--- src/rtl/peridot_cam_mb_pkg.sv ---
// peridot_cam_mb_pkg: register offsets, ctrl bit positions and FSM states for the camera control block
package peridot_cam_mb_pkg;
   localparam logic [2:0] REG_CTRL   = 3'd0;
   localparam logic [2:0] REG_CYCLE  = 3'd1;
   localparam logic [2:0] REG_STATUS = 3'd2;
   localparam int CTRL_IRQENA = 31;
   localparam int CTRL_IRQREQ = 30;
   localparam int CTRL_OVFREQ = 29;
   localparam int CTRL_CONT   = 2;
   localparam int CTRL_RUN    = 0;
   typedef enum logic [1:0] {ST_IDLE, ST_ARMED, ST_CAPTURE} state_t;
endpackage

--- src/rtl/peridot_cam_sync_edge.sv ---
// peridot_cam_sync_edge: multi-flop synchroniser followed by a rising-edge detector
module peridot_cam_sync_edge #(
   parameter int   SYNC_STAGES = 2,
   parameter logic RESET_VALUE = 1'b0
) (
   input  logic avs_clk_sig,
   input  logic reset_sig,
   input  logic din,
   output logic rise
);
   logic [SYNC_STAGES-1:0] sync_q;
   logic                   prev_q;
   // shift the async input through the chain and keep the last synchronised value for edge detect
   always_ff @(posedge avs_clk_sig or negedge reset_sig) begin
      if (!reset_sig) begin
         sync_q <= {SYNC_STAGES{RESET_VALUE}};
         prev_q <= RESET_VALUE;
      end else begin
         sync_q <= {sync_q[SYNC_STAGES-2:0], din};
         prev_q <= sync_q[SYNC_STAGES-1];
      end
   end
   assign rise = sync_q[SYNC_STAGES-1] & ~prev_q;
endmodule

--- src/rtl/peridot_cam_avs_mb.sv ---
// peridot_cam_avs_mb: Avalon-MM control/status for multi-buffer camera capture with continuous mode
module peridot_cam_avs_mb #(
   parameter int NUM_BUFFERS = 4,
   parameter int ADDR_ALIGN  = 6,
   parameter int CYCLE_WIDTH = 16,
   parameter int SYNC_STAGES = 2
) (
   input  logic                   avs_s1_clk,
   input  logic                   csi_global_reset_n,
   input  logic [2:0]             avs_s1_address,
   input  logic                   avs_s1_write,
   input  logic [31:0]            avs_s1_writedata,
   input  logic                   avs_s1_read,
   output logic [31:0]            avs_s1_readdata,
   output logic                   avs_s1_irq,
   input  logic                   framesync,
   input  logic                   done,
   output logic                   start,
   output logic                   infiforeset,
   output logic [31:0]            capaddress_top,
   output logic [CYCLE_WIDTH-1:0] capcycle_num,
   output logic [1:0]             bufindex
);
   import peridot_cam_mb_pkg::*;
   localparam logic [2:0] NB       = 3'(NUM_BUFFERS);
   localparam logic [1:0] LAST_IDX = 2'(NUM_BUFFERS - 1);
   state_t                state, state_nx;
   logic                  fs_rise, dn_rise;
   logic                  irqena, irqreq, ovfreq, cont, stop_pending;
   logic [15:0]           frame_cnt;
   logic [1:0]            last_idx;
   logic [31:ADDR_ALIGN]  buf_addr [4];
   logic                  ctrl_wr, run_wd, stop_wr, cap_done, advance, slot_ok;
   logic                  unused_read;
   assign unused_read = avs_s1_read;
   peridot_cam_sync_edge #(.SYNC_STAGES(SYNC_STAGES), .RESET_VALUE(1'b0)) u_fs_sync (
      .avs_clk_sig(avs_s1_clk), .reset_sig(csi_global_reset_n), .din(framesync), .rise(fs_rise));
   peridot_cam_sync_edge #(.SYNC_STAGES(SYNC_STAGES), .RESET_VALUE(1'b1)) u_dn_sync (
      .avs_clk_sig(avs_s1_clk), .reset_sig(csi_global_reset_n), .din(done), .rise(dn_rise));
   assign ctrl_wr  = avs_s1_write && avs_s1_address == REG_CTRL;
   assign run_wd   = avs_s1_writedata[CTRL_RUN];
   assign stop_wr  = ctrl_wr && !run_wd;
   assign cap_done = state == ST_CAPTURE && dn_rise;
   // a stop written in the same cycle as done still ends the ring
   assign advance  = cont && !stop_pending && !stop_wr;
   assign slot_ok  = avs_s1_address[2] && {1'b0, avs_s1_address[1:0]} < NB;
   assign capaddress_top = {buf_addr[bufindex], {ADDR_ALIGN{1'b0}}};
   assign avs_s1_irq     = irqena & (irqreq | ovfreq);
   // state register
   always_ff @(posedge avs_s1_clk or negedge csi_global_reset_n) begin
      if (!csi_global_reset_n) state <= ST_IDLE;
      else state <= state_nx;
   end
   // next state and start pulse; an abort write beats a simultaneous framesync
   always_comb begin
      state_nx = state;
      start    = 1'b0;
      case (state)
         ST_IDLE:    if (ctrl_wr && run_wd) state_nx = ST_ARMED;
         ST_ARMED:   if (stop_wr) state_nx = ST_IDLE;
                     else if (fs_rise) begin
                        state_nx = ST_CAPTURE;
                        start    = 1'b1;
                     end
         ST_CAPTURE: if (dn_rise) state_nx = advance ? ST_ARMED : ST_IDLE;
         default:    state_nx = ST_IDLE;
      endcase
   end
   // capture bookkeeping: buffer ring, frame counter, interrupt flags (hardware set beats CPU clear)
   always_ff @(posedge avs_s1_clk or negedge csi_global_reset_n) begin
      if (!csi_global_reset_n) begin
         infiforeset  <= 1'b1;
         bufindex     <= '0;
         stop_pending <= 1'b0;
         frame_cnt    <= '0;
         last_idx     <= '0;
         irqena       <= 1'b0;
         irqreq       <= 1'b0;
         ovfreq       <= 1'b0;
         cont         <= 1'b0;
      end else begin
         if (state == ST_IDLE && ctrl_wr && run_wd) begin
            bufindex     <= '0;
            stop_pending <= 1'b0;
         end
         if (state == ST_CAPTURE && stop_wr) stop_pending <= 1'b1;
         if (start) infiforeset <= 1'b0;
         if (ctrl_wr) begin
            irqena <= avs_s1_writedata[CTRL_IRQENA];
            if (!avs_s1_writedata[CTRL_IRQREQ]) irqreq <= 1'b0;
            if (!avs_s1_writedata[CTRL_OVFREQ]) ovfreq <= 1'b0;
            if (state == ST_IDLE) cont <= avs_s1_writedata[CTRL_CONT];
         end
         if (cap_done) begin
            infiforeset <= 1'b1;
            frame_cnt   <= frame_cnt + 16'd1;
            last_idx    <= bufindex;
            irqreq      <= 1'b1;
            if (irqreq) ovfreq <= 1'b1;
            if (advance) bufindex <= bufindex == LAST_IDX ? 2'd0 : bufindex + 2'd1;
         end
      end
   end
   // CPU-written cycle count and buffer addresses; unimplemented slots never load
   always_ff @(posedge avs_s1_clk or negedge csi_global_reset_n) begin
      if (!csi_global_reset_n) begin
         capcycle_num <= '0;
         for (int i = 0; i < 4; i++) buf_addr[i] <= '0;
      end else begin
         if (avs_s1_write && avs_s1_address == REG_CYCLE) capcycle_num <= avs_s1_writedata[CYCLE_WIDTH-1:0];
         if (avs_s1_write && slot_ok) buf_addr[avs_s1_address[1:0]] <= avs_s1_writedata[31:ADDR_ALIGN];
      end
   end
   // combinational read mux
   always_comb begin
      avs_s1_readdata = '0;
      case (avs_s1_address)
         REG_CTRL:   avs_s1_readdata = {irqena, irqreq, ovfreq, 26'd0, cont, state == ST_IDLE, state != ST_IDLE};
         REG_CYCLE:  avs_s1_readdata = 32'(capcycle_num);
         REG_STATUS: avs_s1_readdata = {14'd0, last_idx, frame_cnt};
         default:    if (slot_ok) avs_s1_readdata = {buf_addr[avs_s1_address[1:0]], {ADDR_ALIGN{1'b0}}};
      endcase
   end
endmodule

--- config.mk ---
export PLATFORM = sky130hd
export DESIGN_NAME = peridot_cam_avs_mb
export DESIGN_NICKNAME = d
export VERILOG_FILES = /design/src/rtl/peridot_cam_mb_pkg.sv /design/src/rtl/peridot_cam_sync_edge.sv /design/src/rtl/peridot_cam_avs_mb.sv
export SDC_FILE = /design/constraint.sdc
export NUM_CORES = 1
export LEC_CHECK = 0
export CORE_AREA = 2 2 151 153
export DETAILED_ROUTE_END_ITERATION = 12
export DIE_AREA = 0 0 153 155
export GPL_ROUTABILITY_DRIVEN = 0
export PLACE_DENSITY = 0.55
export RECOVER_POWER = 100
export SYNTH_ARGS = -nofsm -noshare
export SYNTH_HDL_FRONTEND = slang
export SYNTH_SLANG_ARGS = --single-unit
--- constraint.sdc ---
create_clock -name avs_s1_clk -period 2.46 [get_ports avs_s1_clk]
set_input_delay 0.492 -clock avs_s1_clk [delete_from_list [all_inputs] [get_ports avs_s1_clk]]
set_output_delay 0.492 -clock avs_s1_clk [all_outputs]
set_load 0.01 [all_outputs]
==> results of run 1 <==
-- layout make-up --
cell class / instances / area share (%)
Sequential cell: 154 / 39.0
Multi-Input combinational cell: 348 / 35.9
Timing Repair Buffer: 165 / 15.4
Clock buffer: 22 / 4.79
Tap cell: 285 / 3.60
Clock inverter: 8 / 1.20
Inverter: 4 / 0.152
Antenna cell: 1 / 0.0253
-- per-stage QoR --
stage	worst slack (ps)	total power, mW	cell area [µm²]	setup TNS, ps
after detailed placement	-365	5.93	9430	-6170
final	61.8	8.35	9900	0
after global placement	-324	5.83	9430	-6210
after floorplan	365	4.75	7650	0
after global routing	-9.55	8.83	9900	-13.6
after CTS	-111	8.54	10100	-589
-- synth_stat cells, types with 2 or more instances --
cell type | n | share of area (%)
dfrtp_1 | 150 | 49
mux2_2 | 121 | 18
mux4_2 | 52 | 15
nand2_1 | 47 | 2.3
buf_2 | 21 | 1.4
o21ai_0 | 21 | 1.4
nor2_1 | 15 | 0.74
a22oi_1 | 13 | 1.3
clkbuf_1 | 13 | 0.64
and2_1 | 12 | 0.98
xnor2_1 | 11 | 1.3
buf_4 | 7 | 0.69
nand3_1 | 7 | 0.46
a21oi_1 | 4 | 0.26
buf_1 | 4 | 0.20
dfstp_2 | 4 | 1.4
inv_1 | 4 | 0.20
nor2b_1 | 4 | 0.33
xor2_1 | 4 | 0.46
and3_1 | 3 | 0.25
nor3_1 | 3 | 0.20
a22o_1 | 2 | 0.23
ha_1 | 2 | 0.33
nand4_1 | 2 | 0.16
-- worst paths after layout --
check                                 endpoint  depth (start not counted)
max                                      start                          6
max reg2reg                      frame_cnt[11]                          4
min reg2reg                u_fs_sync.sync_q[1]                          0
min                        u_fs_sync.sync_q[1]                          0
min in group asynchronous         buf_addr[92]                          1
max in group asynchronous     u_fs_sync.prev_q                          2
-- logic make-up after synthesis --
kind of cell,count (synthesis)
mux,174
flops,154
simple gates,105
buf+inv,50
compound gates,46
xor+xnor,15
fa+ha+maj,2
other cells,1
-- layer usage --
metal	track usage, %	share of wire [%]	up-vias
met5	0	0	-
met4	6.08	1.7	0
met2	29.9	49	120
met1	23.5	44	2688
met3	4.54	4.8	23
li1	-	-	2295
-- power by group through the flow --
stage / logic, mW / clock network, mW / registers [mW]
after floorplan: 1.35 / 0 / 3.40
after global placement: 2.36 / 0 / 3.47
after detailed placement: 2.40 / 0 / 3.53
after CTS: 2.33 / 2.72 / 3.49
after global routing: 2.40 / 2.86 / 3.57
final: 2.21 / 2.65 / 3.48
-- registers in the layout, indices dropped and copies added, names as in the netlist --
signal and count:
buf_addr 104, bufindex 2, capcycle_num 16, cont 1, frame_cnt 16, infiforeset 1, irqena 1, irqreq 1
last_idx 2, ovfreq 1, state 2, stop_pending 1, u_dn_sync.prev_q 1, u_dn_sync.sync_q 2, u_fs_sync.prev_q 1, u_fs_sync.sync_q 2
-- timing repair --
item,CTS,global route
gates cloned,1,0
resized for setup,61,31
pin swaps,0,1
buffers inserted,3,0
setup endpoints to repair,59,27
==> impl_metrics.yaml, run 1 <==
clocking:
  h-tree-depth: 4
  cts_buffers: 17
  clk_path_buf_depth: 2
  clock_latency_ps: 410
  clock_sinks: 154
  path_clk_slew_ps: 60
  tritoncts: "done"
  cts_hold_buf: 0
  cts_root_buffer: "clkbuf_16"
setup_path:
  reg2reg_slack_ps: 460
  arrival_ps: 1910
  crit_family: "buffers and inverters"
  crit_buf_inv: 4
  worstPathCellList: "clkdlybuf4s50_1 -> or4b_4 -> o21ai_2 -> clkbuf_4 -> inv_1 -> clkbuf_2"
  cpMaxStageDelayCell: "clkdlybuf4s50_1"
  worstSetupPathType: "in -> out"
  worstSetupStartpointType: "primary input"
  crit_start: "avs_s1_write"
  reg2reg_from: "state[0]"
  path_max_fanout: 3
  required_ps: 1970
  slowest_delay_ps: 480
  endpoint_kind: "primary output"
layout:
  multi_input_area_mm2: 0.00355
  utilization_pct: 44.6
  fill_cells: 2047
  register_area_mm2: 0.00386
  layout_common_cells: "148 x dfrtp_1, 121 x mux2_2, 52 x mux4_2"
  nets: 733
  final_common_cell: "dfrtp_1"
  final_cells: 987
  area_growth_pct: 29.8
  layout-drive-gt1-share_pct: 36.1
pwr:
  pwr-share-comb_pct: 26.5
  swShare_pct: 27.4
  p_switching_mw: 2.29
  power_density_mw_per_mm2: 843
  p_leak_nw: 4.30
  power_frac_seq_pct: 41.7
  p_clk_share_pct: 31.8
  ir_drop_mv: 0.477
  p_int_mw: 6.06
drt:
  viasPerCell: 5.19
  drc: 0
  wl_um: 20400
  route.vias.total: 5126
  drt_iter0_drc: 189
  postRouteAntennaNets: 0
  routedWlPerCell_um: 20.7
  dr.pass1.iters: 4
synthesis:
  synthMuxAreaShare_pct: 33.3
  synth_top_family_by_area: "multiplexers"
  synth_edf_count: 0
  async_reset_ff_share_pct: 100
  avgSynthCellArea_um2: 14.0
  syn_inst: 547
  synth-seq-cells: 154
  synth_flop_cell: "dfrtp_1"
  synth_compound_area_share_pct: 3.92
  synth_area_mm2: 0.00763
  synthAdderAreaFrac_pct: 0.328
  synth_xor_area_share_pct: 1.72
  yosysUniqueCellTypes: 45
  ys_seq_area_share_pct: 50.6
  yosys.area_share.simple_pct: 6.85
  ys.warnings.count: 0
placement:
  dp_cells: 952
  port_buffers: 118
  post-dp-hpwl_um: 13900
outcome:
  violations: "capacitance limit, slew limit"
  status: "finished with violations"
sta:
  period_share_pct: 97.5
  hold_ws_ps: 354
  slew_headroom_pct: -1.60
  worstMarginPinSlew_ps: 1520
  min_period_ps: 2400
  max_freq_mhz: 417
  hold_viol: 0
  skew_ps: 7.13
  setup_viol: 0
  slew_viol_final: 58
  rsz0062_at_grt: "yes"
die:
  fp.dieH_um: 155
  die_w_um: 153
  die_area_mm2: 0.0237
  initial_utilization_pct: 34.3
  num_rows: 55
  io_pins: 126
  core_mm2: 0.0222
grt:
  grt_pass1_wl_um: 33000
  grt_usage_pct: 18.1
  antenna_found_initial: 2
  overflow: 0
  grt_start_max_net_pins: 59
  grt_pass1_vias: 5573
worst_hold_path:
  min_from: "u_fs_sync.sync_q[0]"
  hold_class: "reg -> reg"
flow_run:
  drv_cap: 1
Note: power is estimated with default switching activity, not from simulation.
==> inputs of run 2 (changes only) <==
Settings changed: CTS_CLUSTER_DIAMETER set to 30.
==> results of run 2 <==
The final DEF is identical to that of run 1; final timing and power are the same.
==> inputs of run 3 (changes only) <==
Settings changed: CAP_MARGIN set to 20.
==> results of run 3 <==
The final DEF is identical to that of run 1; final timing and power are the same.
